`src/rtl/pdm_pkg.sv`:
```
// Shared constants and width helpers for the PDM transmit and CIC receive paths.
package pdm_pkg;

  localparam int MIN_RATE = 2;

  function automatic int acc_width(input int in_w, input int n, input int rate_w);
    return in_w + (n - 1) * rate_w;
  endfunction

  // Modulator feedback level: +/- 2^(in_w-1).
  function automatic int full_scale(input int in_w);
    return 1 << (in_w - 1);
  endfunction

endpackage

```
`src/rtl/sigma_delta_mod.sv`:
```
// First-order sigma-delta modulator: one PDM bit per clock from a signed level y.
module sigma_delta_mod
  import pdm_pkg::*;
#(
  parameter int IN_W = 16
) (
  input  logic                   clk,
  input  logic                   rst,
  input  logic signed [IN_W-1:0] y,
  output logic                   dout
);

  localparam int S_W = IN_W + 2;
  localparam logic signed [S_W-1:0] FS = S_W'(full_scale(IN_W));

  logic signed [S_W-1:0] s;
  logic signed [S_W-1:0] v;
  logic signed [S_W-1:0] y_ext;
  logic signed [S_W-1:0] s_next;

  always_comb begin
    v      = dout ? FS : -FS;
    y_ext  = {{2{y[IN_W-1]}}, y};
    s_next = s + y_ext - v;
  end

  always_ff @(posedge clk or posedge rst) begin
    if (rst) begin
      s    <= '0;
      dout <= 1'b0;
    end else begin
      s    <= s_next;
      dout <= ~s_next[S_W-1];
    end
  end

endmodule

```
`src/rtl/pdm_tx.sv`:
```
// PCM-to-PDM transmitter: slot counter, N-stage CIC interpolator, gain scaler
// and a first-order sigma-delta modulator.
module pdm_tx
  import pdm_pkg::*;
#(
  parameter int IN_W   = 16,
  parameter int N      = 3,
  parameter int RATE_W = 8
) (
  input  logic              clk,
  input  logic              rst,
  input  logic [RATE_W-1:0] int_num,
  input  logic [4:0]        shift,
  input  logic [IN_W-1:0]   in_data,
  input  logic              in_valid,
  output logic              in_ready,
  output logic              dout,
  output logic              underrun
);

  localparam int ACC_W = acc_width(IN_W, N, RATE_W);
  localparam logic [RATE_W-1:0]       RATE_MIN = RATE_W'(MIN_RATE);
  localparam logic signed [ACC_W-1:0] Y_MAX    = ACC_W'(full_scale(IN_W) - 1);

  logic [RATE_W-1:0] phase;
  logic [RATE_W-1:0] rate_eff;
  logic              slot;
  logic              slot_q;

  logic signed [ACC_W-1:0] x;
  logic signed [ACC_W-1:0] comb_c [N+1];
  logic signed [ACC_W-1:0] comb_d [N];
  logic signed [ACC_W-1:0] comb_q;
  logic signed [ACC_W-1:0] integ  [N];
  logic signed [ACC_W-1:0] integ_in;
  logic signed [ACC_W-1:0] scaled;
  logic signed [ACC_W-1:0] clamped;
  logic signed [IN_W-1:0]  y_q;

  always_comb begin
    slot     = (phase == '0);
    in_ready = slot;
    rate_eff = (int_num < RATE_MIN) ? RATE_MIN : int_num;
  end

  always_ff @(posedge clk or posedge rst) begin
    if (rst) begin
      phase    <= '0;
      slot_q   <= 1'b0;
      underrun <= 1'b0;
    end else begin
      phase  <= slot ? (rate_eff - RATE_W'(1)) : (phase - RATE_W'(1));
      slot_q <= slot;
      if (slot && !in_valid) underrun <= 1'b1;
    end
  end

  // Comb chain: c_k = x minus the sum of all earlier stage delays.
  always_comb begin
    logic signed [ACC_W-1:0] acc;
    x         = in_valid ? {{(ACC_W-IN_W){in_data[IN_W-1]}}, in_data} : '0;
    acc       = x;
    comb_c[0] = x;
    for (int k = 0; k < N; k++) begin
      acc         = acc - comb_d[k];
      comb_c[k+1] = acc;
    end
  end

  always_ff @(posedge clk or posedge rst) begin
    if (rst) begin
      for (int k = 0; k < N; k++) comb_d[k] <= '0;
      comb_q <= '0;
    end else if (slot) begin
      for (int k = 0; k < N; k++) comb_d[k] <= comb_c[k];
      comb_q <= comb_c[N];
    end
  end

  // Zero-stuffing: the comb result enters the integrators for one cycle only.
  assign integ_in = slot_q ? comb_q : '0;

  always_ff @(posedge clk or posedge rst) begin
    if (rst) begin
      for (int k = 0; k < N; k++) integ[k] <= '0;
    end else begin
      integ[0] <= integ[0] + integ_in;
      for (int k = 1; k < N; k++) integ[k] <= integ[k] + integ[k-1];
    end
  end

  always_comb begin
    scaled = integ[N-1] >>> shift;
    if (scaled > Y_MAX)       clamped = Y_MAX;
    else if (scaled < -Y_MAX) clamped = -Y_MAX;
    else                      clamped = scaled;
  end

  always_ff @(posedge clk or posedge rst) begin
    if (rst) y_q <= '0;
    else     y_q <= clamped[IN_W-1:0];
  end

  sigma_delta_mod #(.IN_W(IN_W)) u_mod (
    .clk  (clk),
    .rst  (rst),
    .y    (y_q),
    .dout (dout)
  );

endmodule

```
`config.mk`:
```
export PLATFORM = sky130hd
export DESIGN_NAME = pdm_tx
export DESIGN_NICKNAME = d
export VERILOG_FILES = /design/src/rtl/pdm_pkg.sv /design/src/rtl/sigma_delta_mod.sv /design/src/rtl/pdm_tx.sv
export SDC_FILE = /design/constraint.sdc
export NUM_CORES = 1
export LEC_CHECK = 0
export CORE_MARGIN = 4
export CORE_UTILIZATION = 50
export CTS_CLUSTER_SIZE = 30
export DETAILED_ROUTE_END_ITERATION = 7
export PLACE_DENSITY = 0.67
export SLEW_MARGIN = 20
export SYNTH_ARGS = -nofsm -noshare
export SYNTH_HDL_FRONTEND = slang
export SYNTH_SLANG_ARGS = --single-unit
export TNS_END_PERCENT = 5
```
`constraint.sdc`:
```
create_clock -name clk -period 8.55 [get_ports clk]
set_input_delay 1.71 -clock clk [delete_from_list [all_inputs] [get_ports clk]]
set_output_delay 1.71 -clock clk [all_outputs]
set_load 0.02 [all_outputs]
```
==> impl_metrics.ini <==
[cells_and_area]
layout-drive-gt1-share_pct = 7.30
design.final.nets = 2472
final.fill_count = 3483
area_growth_syn_to_layout_pct = 10.1
sequential_cell_area_sq_um = 6330
multi_input_comb_area_sq_um = 12200
inserted_diodes = 0

[hold_path]
hold_crit_class = flop to flop
hold-path-cell-count = 1

[worst_setup_path]
r2r.worst_path.cells = 30
worst-endpoint-required_ns = 8.95
setup.worst_path.start_class = input port
cp_max_fo = 7
crit_arrival_ns = 8.36
critical_path_class = input port to flop
worstSetupEndpointType = flop
slowest_stage = clkdlybuf4s50_1
critical_path_max_stage_delay_ns = 0.59

[sta]
unrepaired_setup_endpoints_after_global_routing = false
hold_ws_ns = 0.461
final-max-slew-violation-count = 0
hold_viol = 0
fin_skew_ns = 0.0201
fmax_mhz = 126
max_slew.worst_pin.slew_ns = 1.08
setup_violations = 0
final_min_period_over_clock_period_pct = 93.0
worst_slew_margin_rel_pct = 28.2
timing.final.crit_period_ns = 7.96

[yosys]
synth_edf_count = 0
post-synth-top-area-cell = dfrtp_1
yosys.cell_count.top_type = dfrtp_1
synth.cells.most_frequent = dfrtp_1, ha_1, nand2_1, inv_1, o21ai_0
synth_warnings = 0
synth-seq-area-share_pct = 32.3
mappedNetlistArea_sq_um = 19600
syn_avg_cell_area_sq_um = 8.95
synth_cells = 2187
synth_largest_type_area_fraction_pct = 32.3
syn-num-nets = 2432
synth_top_flop_cell = dfrtp_1
ys_ff_latch = 253
synth_top_cells_by_area = dfrtp_1, ha_1, xnor2_1, o21ai_0, a21oi_1
asyncSetResetFlopFracSynth_pct = 100
yosysUniqueCellTypes = 78

[detailed_routing]
drt-pass1-iter-count = 5
overall_routed_net_length_um = 41500
drt_first_iter_violations = 622
vias_per_cell = 5.53
detail-route-antenna-nets = 0
vias = 15300
routedWlPerCell_um = 15.0
drcViolationCount = 0

[power_and_ir_drop]
cellPowerDensity_nw_per_um2 = 156
total_power_mw = 3.36
vdd_ir_drop_max_uv = 153
leakage_nw = 11.1

[cts]
ctsHoldBuffers = 0
cts-root-to-sink-buffers = 3
tritoncts = done
clkSinkCount = 253
h-tree-depth = 1
cts.repair_timing.setup_buffer_count = 0
cts_resized = 0
clock-root-buffer = clkbuf_16
cts_buffers = 31
path_clk_slew_ns = 0.06
clk_latency_worst_skew_pair_ns = 0.57

[place]
finalWeightedCongestion = 0.902
place.port_buffers = 34
place.detailed.hpwl_um = 31900

[global_routing]
antenna_violations_before_repair = 0
grt_remaining_overflow = 0
global_route.usage.total_pct = 19.8
pin_count_of_the_biggest_net_entering_global_routing = 90
grt_pass1_wl_um = 71300
number_of_global_route_vias_before_repair = 15100

[floorplanning]
die_h_um = 206
dieArea_sq_um = 42400
pin_count = 35
dieWidth_um = 206
design.core.area_sq_um = 38600
num_rows = 72
start_util_pct = 50.6

[run]
cap_viol_max_count = 0

[run_status]
outcome = completed
==> area by class of cell <==
type / count / area share (%)
multi-input combinational: 1672 / 56.8
sequential: 253 / 29.4
clock buffer: 43 / 3.99
inverter: 199 / 3.49
tap: 518 / 3.01
timing repair buffer: 70 / 2.83
clock inverter: 10 / 0.528
==> logic make-up (layout without fill, tap and decap cells) <==
group                    count (synthesis)  count (layout)  synth area share [%]
AND/OR/NAND/NOR                        580             580                  14.2
multiplexers                            85              85                  6.80
XOR/XNOR                               172             172                  7.70
buffers and inverters                  262             322                  5.27
flip-flops                             253             253                  32.3
adder cells (fa/ha/maj)                213             213                  13.9
AO/OA/AOI/OAI                          622             622                  19.8
==> where the power goes <==
| group | internal, mW | switching (mW) | total [mW] |
|---|---|---|---|
| sequential | 1.26 | 0.0174 | 1.28 |
| clock | 0.756 | 0.504 | 1.26 |
| combinational | 0.369 | 0.452 | 0.821 |
| total | 2.39 | 0.973 | 3.36 |
==> worst max-delay path, delay by kind of cell <==
kind,cells,cell delay (ns)
AOI/OAI and AO/OA,16,3.41
and+or+nand+nor,8,1.32
adders and majority gates,3,0.84
buffers and inverters,1,0.59
xor gates and xnor gates,3,0.49
==> cells in the final DEF (no fill, tap or decap), types with 13 or more instances in the layout <==
cell type / synthesis / routed
mux2_2: 25 / 25
nand2_1: 200 / 200
a21boi_0: 22 / 22
nor2b_1: 22 / 22
nand2b_1: 29 / 29
mux4_2: 28 / 28
o211ai_1: 13 / 13
ha_1: 205 / 205
nand4_1: 17 / 17
dfrtp_1: 253 / 253
a21o_1: 76 / 76
o21a_1: 29 / 29
buf_4: 0 / 35
xor2_1: 60 / 60
xnor2_1: 112 / 112
inv_1: 196 / 195
nor2_1: 124 / 124
a31oi_1: 20 / 20
clkbuf_16: 0 / 31
o21bai_1: 18 / 18
mux2i_1: 26 / 26
nor3_1: 25 / 25
clkdlybuf4s50_1: 0 / 33
o21ai_0: 187 / 186
a21oi_1: 165 / 165
and2_1: 57 / 57
nand3_1: 41 / 41
and3_1: 22 / 22
==> final timing paths <==
check,startpoint,endpoint,slack [ns]
max in group asynchronous,rst,y_q[7]$_DFF_PP0_,5.48
min,phase[0]$_DFF_PP0_,phase[0]$_DFF_PP0_,0.46
min in group asynchronous,rst,comb_d[64]$_DFFE_PP0P_,1.64
max,in_valid,comb_q[29]$_DFFE_PP0P_,0.59
min reg2reg,phase[0]$_DFF_PP0_,phase[0]$_DFF_PP0_,0.46
max reg2reg,comb_d[65]$_DFFE_PP0P_,comb_q[29]$_DFFE_PP0P_,2.12
==> state kept, by name (all words and copies together), names as in the netlist <==
signal / count
underrun: 1
comb_q: 32
phase: 8
comb_d: 80
y_q: 16
u_mod.dout: 1
u_mod.s: 18
integ: 96
slot_q: 1
==> layer usage <==
| layer | vias up | share of wire, % | global-route usage, % |
|---|---|---|---|
| li1 | 7832 | - | - |
| met1 | 7161 | 45 | 25.6 |
| met2 | 217 | 49 | 35.3 |
| met3 | 82 | 2.9 | 1.99 |
| met4 | 0 | 2.9 | 6.30 |
| met5 | - | 0 | 0 |
==> metrics by stage <==
| step | utilization, % | cell area [sq um] | TNS (ns) | std cells | worst slack (ns) |
|---|---|---|---|---|---|
| final | 55.8 | 21500 | 0 | 2765 | 0.594 |
| after global routing | 55.8 | 21500 | 0 | 2765 | 0.0288 |
| after CTS | 55.7 | 21500 | 0 | 2765 | 0.519 |
| after detailed placement | 53.2 | 20500 | -0.0356 | 2712 | -0.0343 |
| after global placement | 53.2 | 20500 | 0 | 2712 | 0.170 |
| after floorplan | - | 19600 | 0 | 2187 | 0.960 |
(Power assumes the default switching activity.)
